### config.mk
export PLATFORM = sky130hd
export DESIGN_NAME = mmio_uart_tx
export DESIGN_NICKNAME = d
export VERILOG_FILES = /design/src/rtl/mmio_pkg.sv /design/src/rtl/mmio_uart_tx_sync_fifo.sv /design/src/rtl/mmio_uart_tx.sv
export SDC_FILE = /design/constraint.sdc
export NUM_CORES = 1
export LEC_CHECK = 0
export ABC_CLOCK_PERIOD_IN_PS = 10300
export CORE_ASPECT_RATIO = 2
export CORE_MARGIN = 2
export CORE_UTILIZATION = 55
export CTS_CLUSTER_SIZE = 20
export DETAILED_ROUTE_END_ITERATION = 10
export GPL_TIMING_DRIVEN = 0
export PLACE_DENSITY = 0.92
export SLEW_MARGIN = 20
export SYNTH_ARGS = -nofsm -noshare
export SYNTH_HDL_FRONTEND = slang
export SYNTH_SLANG_ARGS = --single-unit
### constraint.sdc
create_clock -name clock -period 10.3 [get_ports clock]
set_clock_uncertainty 0.2 [all_clocks]
set_input_delay 1.545 -clock clock [delete_from_list [all_inputs] [get_ports clock]]
set_output_delay 1.545 -clock clock [all_outputs]
set_load 0.05 [all_outputs]
### src/rtl/mmio_pkg.sv
// Shared definitions for the memory-mapped peripherals on the CPU data bus.
//  - register offsets inside an 8-byte peripheral window
//  - STATUS bit positions of the UART transmitter
//  - UART transmit FSM state encoding
//  - helper that packs the STATUS nibble
package mmio_pkg;

    localparam logic [2:0] UART_TXDATA = 3'h0;
    localparam logic [2:0] UART_STATUS = 3'h4;

    localparam int ST_FULL   = 0;
    localparam int ST_EMPTY  = 1;
    localparam int ST_ACTIVE = 2;
    localparam int ST_OVF    = 3;

    typedef enum logic [1:0] {
        IDLE  = 2'd0,
        START = 2'd1,
        DATA  = 2'd2,
        STOP  = 2'd3
    } uart_tx_state_t;

    // Packs the four STATUS flags into their bit positions.
    function automatic logic [3:0] uart_status_bits(
        input logic full,
        input logic empty,
        input logic active,
        input logic ovf
    );
        logic [3:0] bits;
        bits            = 4'b0000;
        bits[ST_FULL]   = full;
        bits[ST_EMPTY]  = empty;
        bits[ST_ACTIVE] = active;
        bits[ST_OVF]    = ovf;
        return bits;
    endfunction

endpackage

### src/rtl/mmio_uart_tx_sync_fifo.sv
// sync_fifo: single-clock FIFO with a combinational head output.
// Ports:
//  clock, reset   rising-edge clock, synchronous active-high reset
//  push, din      write request and data; accepted when not full, or when full
//                 and a pop happens in the same cycle
//  pop            read request; ignored when empty
//  dout           current head entry (combinational)
//  full, empty    occupancy flags
//  count          number of stored entries, $clog2(DEPTH)+1 bits
module sync_fifo #(
    parameter int WIDTH = 8,
    parameter int DEPTH = 8
) (
    input  logic                     clock,
    input  logic                     reset,
    input  logic                     push,
    input  logic                     pop,
    input  logic [WIDTH-1:0]         din,
    output logic [WIDTH-1:0]         dout,
    output logic                     full,
    output logic                     empty,
    output logic [$clog2(DEPTH):0]   count
);

    localparam int AW = $clog2(DEPTH);

    logic [WIDTH-1:0] mem_r [DEPTH];
    logic [AW-1:0]    wr_ptr_r;
    logic [AW-1:0]    rd_ptr_r;
    logic [AW:0]      count_r;
    logic             full_s;
    logic             empty_s;
    logic             do_pop_s;
    logic             do_push_s;

    assign full_s    = (count_r == (AW+1)'(DEPTH));
    assign empty_s   = (count_r == (AW+1)'(0));
    // A full FIFO still takes a byte when the head leaves in the same cycle.
    assign do_pop_s  = pop && !empty_s;
    assign do_push_s = push && (!full_s || do_pop_s);

    assign dout  = mem_r[rd_ptr_r];
    assign full  = full_s;
    assign empty = empty_s;
    assign count = count_r;

    // Storage array; contents need no reset because count gates visibility.
    always_ff @(posedge clock) begin
        if (do_push_s) begin
            mem_r[wr_ptr_r] <= din;
        end
    end

    // Pointers wrap naturally since DEPTH is a power of two.
    always_ff @(posedge clock) begin
        if (reset) begin
            wr_ptr_r <= AW'(0);
            rd_ptr_r <= AW'(0);
            count_r  <= (AW+1)'(0);
        end else begin
            if (do_push_s) begin
                wr_ptr_r <= wr_ptr_r + AW'(1);
            end
            if (do_pop_s) begin
                rd_ptr_r <= rd_ptr_r + AW'(1);
            end
            if (do_push_s && !do_pop_s) begin
                count_r <= count_r + (AW+1)'(1);
            end else if (do_pop_s && !do_push_s) begin
                count_r <= count_r - (AW+1)'(1);
            end
        end
    end

endmodule

### src/rtl/mmio_uart_tx.sv
// mmio_uart_tx: memory-mapped console transmitter (8N1, LSB first).
// Register window at BASE_ADDR (8 bytes):
//  +0 TXDATA  W pushes store_data[7:0] into the TX FIFO, R returns 0
//  +4 STATUS  R {ovf, tx_active, empty, full}; W with bit 3 set clears ovf
// Ports:
//  clock, reset   rising-edge clock, synchronous active-high reset
//  load, store    CPU data load/store strobes
//  address        CPU byte address
//  store_data     CPU store data
//  hit            combinational window decode, used by top to mux/mask RAM
//  load_data      registered read data, valid the cycle after load && hit
//  tx             serial line, idles high
//  tx_busy        FIFO holds data or a frame is in progress
module mmio_uart_tx
    import mmio_pkg::*;
#(
    parameter int          XLEN       = 32,
    parameter logic [63:0] BASE_ADDR  = 64'h0000_0000_2000_1000,
    parameter int          CLK_DIV    = 16,
    parameter int          FIFO_DEPTH = 8
) (
    input  logic            clock,
    input  logic            reset,
    input  logic            load,
    input  logic            store,
    input  logic [XLEN-1:0] address,
    input  logic [XLEN-1:0] store_data,
    output logic            hit,
    output logic [XLEN-1:0] load_data,
    output logic            tx,
    output logic            tx_busy
);

    localparam int              CW        = $clog2(CLK_DIV);
    localparam int              CNTW      = $clog2(FIFO_DEPTH) + 1;
    localparam logic [CW-1:0]   BAUD_LAST = CW'(CLK_DIV - 1);
    localparam logic [CW-1:0]   BAUD_ZERO = CW'(0);
    localparam logic [XLEN-1:0] BASE_S    = BASE_ADDR[XLEN-1:0];

    uart_tx_state_t  state_r;
    logic [CW-1:0]   baud_r;
    logic [2:0]      bit_idx_r;
    logic [7:0]      shift_r;
    logic            tx_r;
    logic            ovf_r;
    logic [XLEN-1:0] load_data_r;

    logic            hit_s;
    logic            txdata_sel_s;
    logic            status_sel_s;
    logic            push_s;
    logic            pop_s;
    logic            ovf_set_s;
    logic            ovf_clr_s;
    logic [XLEN-1:0] read_data_s;
    logic [7:0]      fifo_dout_s;
    logic            fifo_full_s;
    logic            fifo_empty_s;
    logic [CNTW-1:0] fifo_count_s;
    logic            unused_store_bits_s;

    // Upper store bits carry nothing for this byte-wide peripheral.
    assign unused_store_bits_s = &{1'b0, store_data[XLEN-1:8]};

    assign hit_s        = (address[XLEN-1:3] == BASE_S[XLEN-1:3]);
    assign txdata_sel_s = hit_s && (address[2:0] == UART_TXDATA);
    assign status_sel_s = hit_s && (address[2:0] == UART_STATUS);
    assign push_s       = store && txdata_sel_s;
    assign ovf_clr_s    = store && status_sel_s && store_data[ST_OVF];
    // A push into a full FIFO is only lost when no pop frees a slot this cycle.
    assign ovf_set_s    = push_s && fifo_full_s && !pop_s;

    assign hit       = hit_s;
    assign load_data = load_data_r;
    assign tx        = tx_r;
    assign tx_busy   = (fifo_count_s != CNTW'(0)) || (state_r != IDLE);

    sync_fifo #(
        .WIDTH (8),
        .DEPTH (FIFO_DEPTH)
    ) u_fifo (
        .clock (clock),
        .reset (reset),
        .push  (push_s),
        .pop   (pop_s),
        .din   (store_data[7:0]),
        .dout  (fifo_dout_s),
        .full  (fifo_full_s),
        .empty (fifo_empty_s),
        .count (fifo_count_s)
    );

    // Pop the head when a new frame starts: from IDLE, or at the last STOP cycle.
    always_comb begin
        pop_s = 1'b0;
        case (state_r)
            IDLE: begin
                pop_s = !fifo_empty_s;
            end
            STOP: begin
                if (baud_r == BAUD_ZERO) begin
                    pop_s = !fifo_empty_s;
                end else begin
                    pop_s = 1'b0;
                end
            end
            default: begin
                pop_s = 1'b0;
            end
        endcase
    end

    // Read mux for the register window; unmapped offsets read as zero.
    always_comb begin
        read_data_s = {XLEN{1'b0}};
        case (address[2:0])
            UART_STATUS: begin
                read_data_s = {{(XLEN-4){1'b0}},
                               uart_status_bits(fifo_full_s, fifo_empty_s,
                                                state_r != IDLE, ovf_r)};
            end
            default: begin
                read_data_s = {XLEN{1'b0}};
            end
        endcase
    end

    // Registered read data, held until the next load that hits the window.
    always_ff @(posedge clock) begin
        if (reset) begin
            load_data_r <= {XLEN{1'b0}};
        end else if (load && hit_s) begin
            load_data_r <= read_data_s;
        end
    end

    // Sticky overflow flag; a set in the same cycle as a clear wins.
    always_ff @(posedge clock) begin
        if (reset) begin
            ovf_r <= 1'b0;
        end else if (ovf_set_s) begin
            ovf_r <= 1'b1;
        end else if (ovf_clr_s) begin
            ovf_r <= 1'b0;
        end
    end

    // Transmit FSM; tx only moves on a baud terminal count or on IDLE->START.
    always_ff @(posedge clock) begin
        if (reset) begin
            state_r   <= IDLE;
            baud_r    <= BAUD_ZERO;
            bit_idx_r <= 3'd0;
            shift_r   <= 8'h00;
            tx_r      <= 1'b1;
        end else begin
            case (state_r)
                IDLE: begin
                    if (!fifo_empty_s) begin
                        state_r <= START;
                        shift_r <= fifo_dout_s;
                        baud_r  <= BAUD_LAST;
                        tx_r    <= 1'b0;
                    end
                end
                START: begin
                    if (baud_r == BAUD_ZERO) begin
                        state_r   <= DATA;
                        tx_r      <= shift_r[0];
                        shift_r   <= {1'b0, shift_r[7:1]};
                        bit_idx_r <= 3'd0;
                        baud_r    <= BAUD_LAST;
                    end else begin
                        baud_r <= baud_r - CW'(1);
                    end
                end
                DATA: begin
                    if (baud_r == BAUD_ZERO) begin
                        baud_r <= BAUD_LAST;
                        if (bit_idx_r == 3'd7) begin
                            state_r <= STOP;
                            tx_r    <= 1'b1;
                        end else begin
                            tx_r      <= shift_r[0];
                            shift_r   <= {1'b0, shift_r[7:1]};
                            bit_idx_r <= bit_idx_r + 3'd1;
                        end
                    end else begin
                        baud_r <= baud_r - CW'(1);
                    end
                end
                STOP: begin
                    if (baud_r == BAUD_ZERO) begin
                        // Chain straight into the next start bit when data waits.
                        if (!fifo_empty_s) begin
                            state_r <= START;
                            shift_r <= fifo_dout_s;
                            baud_r  <= BAUD_LAST;
                            tx_r    <= 1'b0;
                        end else begin
                            state_r <= IDLE;
                            tx_r    <= 1'b1;
                        end
                    end else begin
                        baud_r <= baud_r - CW'(1);
                    end
                end
                default: begin
                    state_r <= IDLE;
                    baud_r  <= BAUD_ZERO;
                    tx_r    <= 1'b1;
                end
            endcase
        end
    end

endmodule
# Word-level counts from Yosys, hierarchy flattened
# Memory sizes are Yosys's and may differ from the RTL's. A register that Yosys moved wholly into a read port is not among the register bits.
# Index checks and enable logic that the tools add are counted.
# W data, S select, Z words.
[word_totals] regBits=61 mem_bits_rw=64 inputBits=68 out_inout_bits=35 memories=1
[mem_list] name="u_fifo.mem_r" depth=8 width=8 read_ports=1 rd_ports_with_merged_regs=1 wr=1 line_no="mmio_uart_tx_sync_fifo.sv:27" source="logic [WIDTH-1:0] mem_r [DEPTH];"
[op_classes] add_sub_neg=6 n_eq_ne=13 n_mux=39 reduce_logical=33
[ops] op="$mux W8" n=5
[ops] op="$pmux W8 S4" n=1
[ops] op="$eq A29 B27 Y1 const B" n=1
[ops] op="$mux W4" n=6
[ops] op="$mux W3" n=5
[ops] op="$logic_and A1 B1 Y1" n=12
[ops] op="$mux W1" n=12
[ops] op="$ne A2 B2 Y1 const B" n=6
[ops] op="$pmux W4 S3" n=1
[ops] op="$reduce_and A4 Y1" n=3
[ops] op="$mux W2" n=5
[ops] op="$add A3 B1 Y3 const B" n=3
[ops] op="$logic_not A4 Y1" n=2
[ops] op="$pmux W2 S4" n=1
[ops] op="$reduce_bool A2 Y1" n=4
[ops] op="$sub A4 B1 Y4 const B" n=2
[ops] op="$eq A3 B3 Y1 const B" n=2
[ops] op="$pmux W3 S2" n=1
[ops] op="$logic_not A1 Y1" n=5
[ops] op="$reduce_and A5 Y1" n=1
[ops] op="$add A4 B1 Y4 const B" n=1
[ops] op="$eq A2 B2 Y1 const B" n=2
[ops] op="$eq A4 B4 Y1 const B" n=1
[ops] op="$pmux W1 S4" n=1
[ops] op="7 further kinds" n=8

# Longest topological paths before layout
# Gate-level depths: netlist (run 1).
[depth] word_depth=11 mapped_depth=14

# Cells and area by module
# From an unflattened synthesis (run 1), not the netlist that was laid out.
[hier_totals] hier_cells=362 hier_area_um2=4745.8
[modules_own_cells] module="sync_fifo" n_inst=1 cells_each=166 area_each_um2=3064.2 seq_area_each_um2=2182.1
[modules_own_cells] module="mmio_uart_tx" n_inst=1 cells_each=196 area_each_um2=1681.6 seq_area_each_um2=460.4

# Worst setup path after synthesis (run 1)
# Ideal clock, no wire load.
[synth_path] kind="in2reg" start="input address[1]" end="register u_fifo.count_r[3], in the netlist u_fifo.count[3]" setup_ps=121 arrival_ps=4023 required_time_ps=9979 slack_ps=5956 path_stages=11 path_buffers=1 cell_sequence="or4b_4 > a2111o_1 > buf_2 > inv_1 > ha_1 > inv_1 > ha_1 > a21o_1 > a21oi_1 > mux2i_1 > mux2_2"
[synth_via] elab_chain_len=7 elab_cells_between_ends=9 cone_classes="1 x mux; 8 x reduce/logical"
[synth_rtl] item="from (decl)" line_no="mmio_uart_tx.sv:26" source="input logic [XLEN-1:0] address,"
[synth_rtl] item="$logic_not A3 Y1 *" line_no="mmio_uart_tx.sv:66" source="assign txdata_sel_s = hit_s && (address[2:0] == UART_TXDATA);"
[synth_rtl] item="$logic_and A1 B1 Y1 *" line_no="mmio_uart_tx.sv:66"
[synth_rtl] item="$logic_and A1 B1 Y1 *" line_no="mmio_uart_tx.sv:68" source="assign push_s = store && txdata_sel_s;"
[synth_rtl] item="$logic_and A1 B1 Y1 *" line_no="mmio_uart_tx_sync_fifo.sv:40" source="assign do_push_s = push && (!full_s || do_pop_s);"
[synth_rtl] item="via u_fifo.do_push_s" line_no="mmio_uart_tx_sync_fifo.sv:34" source="logic do_push_s;"
[synth_rtl] item="$logic_not A1 Y1" line_no="mmio_uart_tx_sync_fifo.sv:69" source="end else if (do_pop_s && !do_push_s) begin"
[synth_rtl] item="$logic_and A1 B1 Y1" line_no="mmio_uart_tx_sync_fifo.sv:69"
[synth_rtl] item="$reduce_bool A2 Y1 (no source line)"
[synth_rtl] item="to (signal assigned)" line_no="mmio_uart_tx_sync_fifo.sv:59" source="count_r <= (AW+1)'(0);"
[synth_rtl] item="to (signal assigned)" line_no="mmio_uart_tx_sync_fifo.sv:68" source="count_r <= count_r + (AW+1)'(1);"
[synth_rtl] item="to (signal assigned)" line_no="mmio_uart_tx_sync_fifo.sv:70" source="count_r <= count_r - (AW+1)'(1);"
[synth_rtl] item="to (decl)" line_no="mmio_uart_tx_sync_fifo.sv:30" source="logic [AW:0] count_r;"
# The timed path passes the listed nets; every way through them passes the cells marked *.
# A chain may end at the register's enable or synchronous reset.

# Worst setup path after layout (run 1)
[layout_path] start="input address[19]" end="output hit"
[layout_via] elab_chain_len=1
[layout_rtl] item="$eq A29 B27 Y1" line_no="mmio_uart_tx.sv:65" source="assign hit_s = (address[XLEN-1:3] == BASE_S[XLEN-1:3]);"
[layout_rtl] item="to (decl)" line_no="mmio_uart_tx.sv:28" source="output logic hit,"
# Every way passes these cells.

==> results.ini, run 1 <==
[drt]
vias = 3214
first_iter_violations = 313
wl_per_cell_um = 18.5
ant_nets = 0
vias_per_cell = 5.83
drt-total-wl_mm = 10.2
drcViolationCount = 0
drtPass1Iterations = 6

[worst_setup_path]
reg2reg_depth = 14
crit_slowest_cell = clkdlybuf4s50_1
required_ns = 8.56
arrival_ns = 3.55
worstSetupStartpointType = input pin
end_kind = output pin
worstSetupPathType = in -> out
cp_common_cell = clkdlybuf4s50_1
crit_chain = clkdlybuf4s50_1, nor4_1, and4_1, nand2_1, inv_1, clkdlybuf4s50_1
worstPathMaxFanout = 3
cpPeakStageDelay_ns = 0.80

[placed_design]
port_buffers = 50
gp_congestion = 0.872
dp_hpwl_mm = 7.53
placed_cells = 536

[clocking]
cts_tree = done
cts_made_buffers = 9
htree_num_levels = 3
cts_sinks = 100
post_cts_buffers = 0
clk_pin_slew_worst_paths_ns = 0.07
clkLatencyLatePin_ns = 0.35
post_cts_resized = 0
root_buffer = clkbuf_16
cts_hold_buf = 0
clk_path_buf_depth = 2

[global_route]
grt_pass1_wl_mm = 16.0
grt_pass1_vias = 3232
grtUsageMet1 = 0.224
gr-total-overflow = 0
grt_usage = 0.224
grt_max_degree = 17
met3_usage = 0.0563
busiest_layer = met2
use_met2 = 0.414
antenna_found_initial = 0

[power]
p_int_uw = 909
p_per_area_mw_per_mm2 = 241
swShare = 0.359
p_switching_uw = 510
pwr-share-seq = 0.355
vdd_ir_drop_max_v = 0.000186
power.share.clock = 0.251
power_frac_comb = 0.395
leakage_nw = 2.17

[synthesis]
synthDistinctLibCells = 67
synth_edf_count = 64
yosysWarnings = 0
synth_flop_cell = edfxtp_1
seq_area_frac_synth = 0.552
synth_cells = 355
ys_ff_latch = 100
avgSynthCellArea_sq_um = 13.5
async_flop_share = 0
syn_area_sq_mm = 0.00479

[timing]
fmax_mhz = 189
rsz0062_at_grt = no
setup_viol = 0
final_hold_viol_count = 0
finalSetupTns_ns = 0
finalCritPeriodShare = 0.514
slew_viol_final = 0
period_needed_ns = 5.29
worst_slew_pin_slew_ns = 1.04
slew-limit-headroom = 0.298

[die]
die_w_um = 70.0
start_util = 0.562
fp-row-count = 48
dieHeight_um = 136
coreArea_sq_mm = 0.00853
io_pins = 103
die_area_sq_mm = 0.00952

[min_path]
whs_path_depth = 2
hp-class = reg -> reg

[cells_and_area]
instances_no_fill = 551
syn_to_final_growth_pct = 23.1
nNetsFinal = 530
drive_gt1_frac = 0.186
antenna_cells = 0
postLayoutCoreUtil = 0.691

[flow_run]
cap_viol_max_count = 0

[outcome]
status = finished clean

-- Yosys cell counts (3+ instances only) --
cell type,count,area share
xor2_1,3,0.0055
nor4b_1,4,0.0073
nand2_1,15,0.012
o21ai_0,8,0.0084
buf_4,28,0.044
buf_2,3,0.0031
mux4_1,16,0.088
dfxtp_1,36,0.15
nor3_1,7,0.0073
a21oi_1,12,0.013
o41ai_1,3,0.0055
nor2_1,28,0.022
nand4_1,4,0.0052
ha_1,14,0.037
inv_1,14,0.011
edfxtp_1,64,0.40
nor3b_1,3,0.0047
clkbuf_1,8,0.0063
mux2i_1,7,0.015
nor4_1,7,0.0091
mux2_2,10,0.024
a222oi_1,7,0.015
-- per-layer routing --
metal  wire (um)  part of all wire  vias to the layer above
met5           0                 0                        -
met4         384             0.038                        0
met3         416             0.041                       33
met2        5720              0.56                       98
met1        3670              0.36                     1565
li1            -                 -                     1518
-- critical path: cells and delay by family --
| family | cells | cell delay [ns] |
|---|---|---|
| buffers and inverters | 3 | 1.27 |
| and+or+nand+nor | 3 | 0.73 |
-- worst paths after layout --
check / from / to / slack (ns)
max: address[19] / hit / 5.01
max reg2reg: state_r[0]$_SDFFE_PP0P_ / u_fifo.count[3]$_SDFFE_PP0P_ / 6.46
min: load_data[0]$_SDFFE_PP0P_ / load_data[0]$_SDFFE_PP0P_ / 0.27
min reg2reg: load_data[0]$_SDFFE_PP0P_ / load_data[0]$_SDFFE_PP0P_ / 0.27
-- placed cells by master, fill, tap and decap left out, types with 2 or more instances in the layout --
master	n
nor3_2	4
mux2_2	10
o41ai_1	3
nor4_2	3
nor4b_1	2
a222oi_1	7
clkinv_2	2
o22ai_1	2
inv_1	14
a21oi_1	12
clkbuf_1	8
conb_1	28
buf_4	28
edfxtp_1	64
o21ai_0	8
clkbuf_16	9
buf_6	2
nand2_1	15
nor3b_1	3
nor4_1	5
bufinv_16	2
xor2_1	3
o21ai_1	2
mux2i_1	7
a22oi_1	2
nand2b_1	2
mux4_1	16
nand4_1	4
nor4b_2	3
nor3_1	3
and4_1	2
dfxtp_1	36
nor2_1	28
o221a_2	2
buf_2	7
nor2b_1	2
ha_1	14
a211oi_1	2
inv_6	2
clkdlybuf4s50_1	50
-- power groups by stage --
stage | clock network, mW | logic, mW | registers [mW]
after floorplan | 0 | 0.415 | 0.505
final | 0.355 | 0.560 | 0.503
after global routing | 0.376 | 0.607 | 0.508
after CTS | 0.358 | 0.553 | 0.502
after detailed placement | 0 | 0.544 | 0.510
after global placement | 0 | 0.521 | 0.506
-- state kept, by name, indices dropped and copies added (netlist names), 3 cells and up, named ones only --
name	flops
u_fifo.mem_r	64
bit_idx_r	3
u_fifo.count	4
baud_r	4
u_fifo.wr_ptr_r	3
u_fifo.rd_ptr_r	3
load_data	4
shift_r	8
-- cell families after synthesis --
| kind of cell | count (synthesis) | synth area share |
|---|---|---|
| AOI/OAI and AO/OA | 58 | 0.0969 |
| other | 1 | 0.000783 |
| muxes | 33 | 0.126 |
| and+or+nand+nor | 87 | 0.103 |
| buffers and inverters | 57 | 0.0739 |
| adders and majority gates | 15 | 0.0408 |
| DFF | 100 | 0.552 |
| xor gates and xnor gates | 4 | 0.00732 |
-- area by class of cell --
type                       count  area, sq um
inverter                      14         52.6
multi-input combinational    225         1940
clock inverter                 6         87.6
tap                          100          125
fill                         579         2630
timing repair buffer          54          520
clock buffer                   9          225
buffer                        43          302
sequential                   100         2640
-- metrics by stage --
step	power, mW	hold slack [ns]	instance area [sq um]	setup slack (ns)
floorplan	0.920	0.240	4890	5.96
global placement	1.03	0.258	5520	4.82
detailed placement	1.05	0.262	5580	5.01
CTS	1.41	0.271	5890	5.00
global route	1.49	0.287	5890	4.91
finish	1.42	0.270	5890	5.01
(Power assumes the default switching activity.)
==> run 2, diff against run 1 <==
Settings changed: ABC_CLOCK_PERIOD_IN_PS 10300 to 5400, CORE_UTILIZATION 55 to 51, PLACE_DENSITY 0.92 to 0.86.
Clock period 10.3 ns to 5.4 ns, I/O delays scaled along.
==> results.ini, run 2 (same netlist as run 1, synthesis figures left out) <==
[clocking]
cts_sinks = 100  ; unchanged
cts_made_buffers = 9  ; unchanged
root_buffer = clkbuf_16  ; unchanged
post_cts_resized = 0  ; unchanged
post_cts_buffers = 0  ; unchanged
clk_path_buf_depth = 2  ; unchanged
cts_tree = done  ; unchanged
cts_hold_buf = 0  ; unchanged
clkLatencyLatePin_ns = 0.34  ; was 0.35 ns
htree_num_levels = 3  ; unchanged
clk_pin_slew_worst_paths_ns = 0.07  ; about the same

[placed_design]
gp_congestion = 0.871  ; was 0.872
port_buffers = 50  ; unchanged
dp_hpwl_mm = 7.70  ; was 7.53 mm
place_area_sq_mm = 0.00561  ; was 0.00558 sq mm
placed_cells = 542  ; was 536

[global_route]
busiest_layer = met2  ; unchanged
use_met2 = 0.391  ; was 0.414
grt_max_degree = 18  ; was 17
gr-total-overflow = 0  ; unchanged
grtUsageMet1 = 0.202  ; was 0.224
grt_usage = 0.211  ; was 0.224
grt_pass1_vias = 3425  ; was 3232
grt_pass1_wl_mm = 16.1  ; was 16.0 mm
antenna_found_initial = 0  ; unchanged
met3_usage = 0.0450  ; was 0.0563

[worst_setup_path]
critical_path.top_delay_family = simple AND/OR/NAND/NOR gates  ; was buffers and inverters
crit_chain = clkdlybuf4s50_1, nor4_1, nand4_1, a2111o_1, buf_2, inv_1, ha_1, inv_1, ha_1, a21o_1, a21oi_1, mux2i_1, mux2_2  ; was clkdlybuf4s50_1, nor4_1, and4_1, nand2_1, inv_1, clkdlybuf4s50_1
crit_slowest_cell = clkdlybuf4s50_1  ; unchanged
cpPeakStageDelay_ns = 0.41  ; was 0.80 ns
worstSetupPathType = in -> reg  ; was in -> out
worstSetupStartpointType = input pin  ; unchanged
end_kind = flop  ; was output pin
critical_path_buf_inv_count = 4  ; was 3
worstPathMaxFanout = 9  ; was 3
arrival_ns = 4.14  ; was 3.55 ns
required_ns = 5.43  ; was 8.56 ns

[drt]
ant_nets = 0  ; unchanged
drtPass1Iterations = 5  ; was 6
vias_per_cell = 5.79  ; was 5.83
wl_per_cell_um = 18.4  ; was 18.5 um
first_iter_violations = 214  ; was 313
drcViolationCount = 0  ; unchanged
drt-total-wl_mm = 10.3  ; was 10.2 mm
vias = 3229  ; was 3214

[min_path]
hp-class = reg -> reg  ; unchanged

[timing]
finalSetupTns_ns = 0  ; unchanged
period_needed_ns = 4.11
holdWs_ns = 0.284  ; was 0.270 ns
fmax_mhz = 243
final_hold_viol_count = 0  ; unchanged
slew-limit-headroom = 0.345  ; was 0.298
worst_slew_pin_slew_ns = 0.974  ; was 1.04 ns
finalCritPeriodShare = 0.761
setup_viol = 0  ; unchanged
rsz0062_at_grt = no  ; unchanged
slew_viol_final = 0  ; unchanged

[cells_and_area]
drive_gt1_frac = 0.189  ; was 0.186
nNetsFinal = 532  ; was 530
n_fill_cell = 699  ; was 579
reg_top3 = u_fifo.mem_r: 64 flops, shift_r: 8 flops  ; unchanged
antenna_cells = 0  ; unchanged
syn_to_final_growth_pct = 23.3  ; was 23.1%
regMostFlops = u_fifo.mem_r  ; unchanged
final_cell_mix = edfxtp_1, clkdlybuf4s50_1, dfxtp_1  ; unchanged
instances_no_fill = 558  ; was 551
mostFrequentLayoutCell = edfxtp_1  ; unchanged
largest_reg_flops = 64  ; unchanged
design_area_sq_mm = 0.00591  ; was 0.00589 sq mm

[die]
coreArea_sq_mm = 0.00926  ; was 0.00853 sq mm
dieHeight_um = 141  ; was 136 um
fp-row-count = 50  ; was 48
die_w_um = 72.5  ; was 70.0 um
die_area_sq_mm = 0.0102  ; was 0.00952 sq mm
start_util = 0.517  ; was 0.562
io_pins = 103  ; unchanged

[power]
p_per_area_mw_per_mm2 = 449  ; was 241 mW/mm^2
leakage_nw = 2.16  ; was 2.17 nW
vdd_ir_drop_max_v = 0.000296  ; was 0.000186 V

[outcome]
status = finished clean  ; unchanged

[flow_run]
cap_viol_max_count = 0  ; unchanged

[run 2: where the power goes]
group          switching, mW  total, mW  internal [mW]
logic                  0.613       1.06          0.444
registers             0.0700      0.955          0.885
clock network          0.276      0.637          0.360
[run 2: worst register-to-register path: cells and delay by family, from the launching register on]
family          cells  cell delay [ns]
compound gates      4             1.00
flops               1             0.37
mux                 2             0.61
buf+inv             5             0.74
fa+ha+maj           3             0.81
[run 2: worst paths after layout]
| kind | slack, ns | from | cells past startpoint | end |
|---|---|---|---|---|
| hold reg to reg | 0.28 | load_data[0]$_SDFFE_PP0P_ | 2 | load_data[0]$_SDFFE_PP0P_ |
| setup reg to reg | 1.57 | state_r[0]$_SDFFE_PP0P_ | 14 | u_fifo.count[3]$_SDFFE_PP0P_ |
| setup / recovery | 1.29 | address[19] | 13 | u_fifo.count[3]$_SDFFE_PP0P_ |
| hold / removal | 0.28 | load_data[0]$_SDFFE_PP0P_ | 2 | load_data[0]$_SDFFE_PP0P_ |
[run 2: cell type report]
class / count / area [sq um] / area share
clock buffers: 9 / 225 / 0.0381
well taps: 104 / 130 / 0.0220
repair buffers: 56 / 541 / 0.0915
clock inverters: 7 / 73.8 / 0.0125
flip-flops and latches: 100 / 2640 / 0.447
multi-input cells: 225 / 1940 / 0.328
plain buffers: 43 / 302 / 0.0511
inverters: 14 / 52.6 / 0.00890
[run 2: stage by stage]
| step | total power [mW] | utilization | setup WS (ns) |
|---|---|---|---|
| CTS | 2.65 | 0.638 | 1.34 |
| global placement | 1.96 | 0.596 | 0.597 |
| global route | 2.78 | 0.638 | 1.10 |
| floorplan | 1.75 | - | 1.79 |
| finish | 2.65 | 0.638 | 1.29 |
| detailed placement | 2.01 | 0.606 | 1.04 |
[run 2: per-layer routing]
| metal | vias up | part of all wire |
|---|---|---|
| met3 | 37 | 0.037 |
| met5 | - | 0 |
| met1 | 1560 | 0.35 |
| met2 | 106 | 0.57 |
| met4 | 0 | 0.041 |
| li1 | 1526 | - |
